$ cat config.mk
export PLATFORM = sky130hd
export DESIGN_NAME = fp_result_buffer
export DESIGN_NICKNAME = d
export VERILOG_FILES = /design/src/rtl/fp_result_buffer.sv
export SDC_FILE = /design/constraint.sdc
export NUM_CORES = 1
export LEC_CHECK = 0
export BUFFER_PORTS_ARGS = -buffer_cell sky130_fd_sc_hd__buf_2
export CAP_MARGIN = 20
export CORE_MARGIN = 3
export CORE_UTILIZATION = 33
export CTS_CLUSTER_DIAMETER = 200
export CTS_CLUSTER_SIZE = 30
export DETAILED_ROUTE_END_ITERATION = 16
export MAX_ROUTING_LAYER = met4
export PLACE_DENSITY = 0.54
export SLEW_MARGIN = 20
export SYNTH_ARGS = -nofsm -noshare
export SYNTH_HDL_FRONTEND = slang
export SYNTH_SLANG_ARGS = --single-unit
$ cat constraint.sdc
create_clock -name clk -period 6.7 [get_ports clk]
set_clock_uncertainty 0.2 [all_clocks]
set_input_delay 1.005 -clock clk [delete_from_list [all_inputs] [get_ports clk]]
set_output_delay 1.005 -clock clk [all_outputs]
set_load 0.02 [all_outputs]
$ cat src/rtl/fp_result_buffer.sv
// Result buffer: a first-word-fall-through FIFO that stores each product with its IEEE-754 class flags.
// A push is visible at the head one cycle later. in_ready falls when the FIFO is full. Saturating statistics counters.
module fp_result_buffer #(
  parameter int DEPTH = 4,
  parameter int CNT_W = 16
) (
  input  logic                       clk,
  input  logic                       rst,
  input  logic                       in_valid,
  input  logic [31:0]                in_data,
  output logic                       in_ready,
  output logic                       out_valid,
  output logic [31:0]                out_data,
  output logic                       out_sign,
  output logic                       out_zero,
  output logic                       out_denorm,
  output logic                       out_inf,
  output logic                       out_nan,
  input  logic                       out_ready,
  output logic [$clog2(DEPTH):0]     level,
  input  logic                       clr_cnt,
  output logic [CNT_W-1:0]           total_cnt,
  output logic [CNT_W-1:0]           special_cnt
);

  localparam int AW = $clog2(DEPTH);
  localparam int LW = AW + 1;

  logic          enable;
  logic [AW-1:0] wr_ptr;
  logic [AW-1:0] rd_ptr;
  logic          push;
  logic          pop;

  logic [7:0]    in_exp;
  logic [22:0]   in_man;
  logic          c_zero;
  logic          c_denorm;
  logic          c_inf;
  logic          c_nan;
  logic          c_special;

  // Each entry holds {sign, zero, denorm, inf, nan, data}.
  logic [36:0]   mem [DEPTH];
  logic [36:0]   head;

  assign in_ready  = enable && (level != LW'(DEPTH));
  assign out_valid = (level != '0);
  assign push      = in_valid && in_ready;
  assign pop       = out_valid && out_ready;

  assign in_exp    = in_data[30:23];
  assign in_man    = in_data[22:0];
  assign c_zero    = (in_exp == 8'h00) && (in_man == '0);
  assign c_denorm  = (in_exp == 8'h00) && (in_man != '0);
  assign c_inf     = (in_exp == 8'hFF) && (in_man == '0);
  assign c_nan     = (in_exp == 8'hFF) && (in_man != '0);
  assign c_special = c_inf || c_nan;

  // Holds in_ready low for one cycle after reset release.
  always_ff @(posedge clk or negedge rst) begin
    if (!rst) begin
      enable <= 1'b0;
    end else begin
      enable <= 1'b1;
    end
  end

  // Storage needs no reset: an entry is only read once level covers it.
  always_ff @(posedge clk) begin
    if (push) begin
      mem[wr_ptr] <= {in_data[31], c_zero, c_denorm, c_inf, c_nan, in_data};
    end
  end

  always_ff @(posedge clk or negedge rst) begin
    if (!rst) begin
      wr_ptr <= '0;
      rd_ptr <= '0;
      level  <= '0;
    end else begin
      if (push) begin
        wr_ptr <= wr_ptr + AW'(1);
      end
      if (pop) begin
        rd_ptr <= rd_ptr + AW'(1);
      end
      case ({push, pop})
        2'b10:   level <= level + LW'(1);
        2'b01:   level <= level - LW'(1);
        default: level <= level;
      endcase
    end
  end

  // Clear wins over a coincident increment; both counters stick at all-ones.
  always_ff @(posedge clk or negedge rst) begin
    if (!rst) begin
      total_cnt   <= '0;
      special_cnt <= '0;
    end else if (clr_cnt) begin
      total_cnt   <= '0;
      special_cnt <= '0;
    end else if (push) begin
      if (!(&total_cnt)) begin
        total_cnt <= total_cnt + CNT_W'(1);
      end
      if (c_special && !(&special_cnt)) begin
        special_cnt <= special_cnt + CNT_W'(1);
      end
    end
  end

  assign head       = mem[rd_ptr];
  assign out_data   = head[31:0];
  assign out_nan    = head[32];
  assign out_inf    = head[33];
  assign out_denorm = head[34];
  assign out_zero   = head[35];
  assign out_sign   = head[36];

endmodule

After elaboration in Yosys (flattened, before gate mapping)
Memories as Yosys holds them, arrays and structs flattened.
Cells that the tools add are included.
Storage, ports and cells
  register bits after elaboration: 40
  memory bits (writable): 148
  bits of input ports: 37
  output and inout port bits: 74
  memories: 1
Operators by class
  add/subtract/negate cells: 6
  equality and inequality tests: 5
  multiplexer cells: 9
  reductions and logical operators: 21
Memories
  mem: words 4, width 37, read ports 1, clocked after memory_dff 0, write ports 1, line 44  | logic [36:0] mem [DEPTH];
Operator list (count)
  $mux W16: 6
  $add A16 B1 Y16 const B: 2
  $reduce_and A16 Y1: 2
  $logic_not A23 Y1: 1
  $reduce_bool A23 Y1: 1
  $eq A8 B8 Y1 const B: 1
  $logic_and A1 B1 Y1: 8
  $logic_not A8 Y1: 1
  $pmux W3 S2: 1
  $reduce_bool A2 Y1: 3
  $add A2 B1 Y2 const B: 2
  $reduce_and A2 Y1: 2
  $add A3 B1 Y3 const B: 1
  $ne A3 B3 Y1 const B: 1
  $reduce_bool A3 Y1: 1
  $sub A3 B1 Y3 const B: 1
  $eq A2 B1 Y1 const B: 1
  $eq A2 B2 Y1 const B: 1
  $mux W1: 2
  $ne A2 B2 Y1 const B: 1
  $logic_not A1 Y1: 1
  $logic_or A1 B1 Y1: 1

Longest topological paths before layout
  word-level depth: 7
  depth in mapped cells: 10
  mapped depth without buffers: 9

Least setup slack after synthesis
No wires, ideal clock.
  kind: reg-to-output
  start point: register rd_ptr[0]
  end point: output out_data[31]
  arrival time: 1701 ps
  required time: 5495 ps
  setup slack: 3794 ps
  cell stages (with the launch flop): 5
  buffers on the path: 3
  path through: dfrtp_1 buf_2 buf_2 mux4_2 buf_4
On the way
  word-level cells in the longest chain between the ends: 1
Ends and longest elaborated chain
  from (decl): line 31  | logic [AW-1:0] rd_ptr;
  from (signal assigned): line 86  | rd_ptr <= rd_ptr + AW'(1);
  $mem_v2 Z4 W37
  to (decl): line 13  | output logic [31:0] out_data,
Every way passes these cells.

Final worst setup path
  start point: register rd_ptr[0]
  end point: output out_inf
On the way
  word-level cells in the longest chain between the ends: 1
Ends and longest elaborated chain
  $mem_v2 Z4 W37
  to (decl): line 17  | output logic out_inf,
Every way passes these cells.

==> metrics.csv <==
metric,value,unit
Setup TNS,0,ps
WL final,15700,um
core area,22100,sq um
CP startpoint kind,flop,
CTS sink count,184,
Worst-path clk slew,70,ps
IO Port Bufs,110,
hold path start,level[2]$_DFFE_PN0P_,
"area leader, netlist",edfxtp_1,
r2r setup slk,4080,ps
power density cells,363,nW/um^2
final hold vios,0,
Post-synth top cells,"edfxtp_1 (144), dfrtp_1 (40), mux4_2 (36)",
DR iter-0 viols,160,
via total after detailed routing,4178,
kind of critical path,flop to output pin,
layout cells sized above 1,35.4,%
"FFs w/ async S/R, synth",21.7,%
H-Tree Depth,4,
post-layout min period,3580,ps
Root Buffer,clkbuf_16,
r2r startpoint,special_cnt[0]$_DFFE_PN0P_,
fin nets,591,
max-cap violation count,0,
gpl congestion,0.818,
outcome,"complete, no violations",
DP Wirelength,10000,um
Vias/cell,4.97,
CTS buffer count,17,
Congestion Overflow GR,0,
main flop type after synthesis,edfxtp_1,
"Cell Area, Synth",7500,sq um
top-count cell post-synth,edfxtp_1,
Synth top area share,57.6,%
post-synthesis sequential area ratio,71.0,%
Max-slew headroom,29.9,%
Cells after Synth,431,
crit path from,rd_ptr[0]$_DFFE_PN0P_,
Post-synth EDFFs,144,
Avg Inst Size Synth,17.4,sq um
worst vdd ir,181,uV
Critical-path top delay cell,dfrtp_2,
Core Rows,54,
worst r2r path cells,7,
Die Ht,157,um
CP Capture Type,output pin,
worst r2r dst,special_cnt[14]$_DFFE_PN0P_,
synth warn,0,
vias in the first global route,4466,
overall die area,24600,sq um
Die X,157,um
CTS tree,done,
Syn Nets,476,
worst-path fanout max,26,
Layout area overhead,18.7,%
I/O pin total,111,
post-route ant nets,0,
leakage,3.19,nW
Netlist cell types,44,
Critical Path RT,5490,ps
Pins Over Slew Limit,0,
"top cells by area, synth","edfxtp_1 (58%), dfrtp_1 (13%), mux4_2 (11%), xnor2_1 (3.0%), nor2_1 (1.8%)",
#FFs+latches synth,184,
Critical Path AT,2370,ps
clk buf depth,2,
WL per Instance,18.7,um
final setup fails,0,
Skew-Pair Late Insertion Delay,420,ps
first-pass GRT wire length,24900,um
RSZ-0062 raised after global routing,false,
cts hold-fix bufs,0,
Worst Setup EP,out_inf,
Tcrit/Tclk final,53.4,%
post-CTS setup buffers,0,
Non-Filler Instances,841,
Max Freq,0.279,GHz
cell breakdown of the critical path,buf_4 -> mux4_2 -> buf_2,
GRT Util Overall,13.7,%
critical path's largest stage delay,620,ps
initial antenna violation count,2,
Detailed Routing Iterations Pass 1,6,
worst slew pin tran,1050,ps
largest net degree at the start of global routing,41,
Initial Util,34.0,%
Hold Crit Class,flop to flop,
# DRC,0,
DP Cell Count,807,
post-CTS sizing,0,
## metal layers
metal	wire (um)	global-route usage (%)	share of wire (%)
met4	137	4.17	0.87
met2	7700	21.7	49
met1	7130	17.6	45
met5	0	-	0
met3	767	3.04	4.9
## logic make-up (layout without fill, tap and decap cells)
| logic type | Yosys count | after routing | share of synthesized area [%] |
|---|---|---|---|
| other cells | 1 | 3 | 0.0500 |
| simple gates | 131 | 131 | 10.1 |
| xor+xnor | 32 | 32 | 3.73 |
| buf+inv | 25 | 153 | 1.72 |
| fa+ha+maj | 8 | 8 | 1.43 |
| mux | 38 | 38 | 11.1 |
| flops | 184 | 184 | 71.0 |
| compound gates | 12 | 12 | 0.950 |
## placed cells by master (no fill, tap or decap), drive strengths merged, types with 2 or more instances in the layout
cell type,Yosys,layout
a21oi,5,5
and2,6,6
and3,2,2
and4,3,3
buf,9,112
clkbuf,7,17
clkinv,0,6
dfrtp,40,40
diode,0,2
edfxtp,144,144
ha,7,7
inv,9,17
mux2i,2,2
mux4,36,36
nand2,14,14
nand3,11,11
nand4,12,12
nor2,36,36
nor3,11,11
nor3b,3,3
nor4,22,22
nor4b,3,3
o21ai,4,4
or3,2,2
xnor2,26,26
xor2,6,6
## per-stage QoR
step / setup slack, ps / utilization (%) / hold WS, ps / power (mW) / instance area (sq um)
after floorplan: 3790 / - / 380 / 2.05 / 7500
after global placement: 3450 / 37.7 / 337 / 2.33 / 8330
after detailed placement: 3400 / 37.7 / 352 / 2.34 / 8330
after CTS: 2990 / 40.3 / 366 / 3.30 / 8890
after global routing: 2900 / 40.3 / 404 / 3.41 / 8900
final: 3120 / 40.3 / 366 / 3.24 / 8900
## worst max-delay path: cells and delay by family, from the launching register on
kind | cells | cell delay (ps)
mux | 1 | 580
buf+inv | 2 | 740
flops | 1 | 620
## flip-flops by register name, indices dropped and copies added, names as in the netlist
register and flops:
enable 1, level 3, mem 144, rd_ptr 2
special_cnt 16, total_cnt 16, wr_ptr 2
## final cells by class
| cell class | count | area [sq um] |
|---|---|---|
| clock inverter | 15 | 135 |
| tap | 280 | 350 |
| sequential | 184 | 5330 |
| inverter | 9 | 33.8 |
| antenna | 2 | 5.00 |
| fill | 2023 | 13200 |
| clock buffer | 17 | 425 |
| timing repair buffer | 112 | 566 |
| multi-input combinational | 222 | 2060 |
## worst min path at each step
stage / end / slack (ps) / cells past startpoint
after detailed placement: level[2]$_DFFE_PN0P_ / 350 / 1
after global routing: level[2]$_DFFE_PN0P_ / 400 / 1
after floorplan: wr_ptr[1]$_DFFE_PN0P_ / 380 / 2
after CTS: level[2]$_DFFE_PN0P_ / 370 / 1
after global placement: level[2]$_DFFE_PN0P_ / 340 / 1
final: level[2]$_DFFE_PN0P_ / 370 / 1
## power by group
group          switching, mW  internal, mW
sequential             0.111          1.35
combinational          0.468         0.359
clock                  0.456         0.492
total                   1.03          2.20
Power figures use the tool's default switching activity.
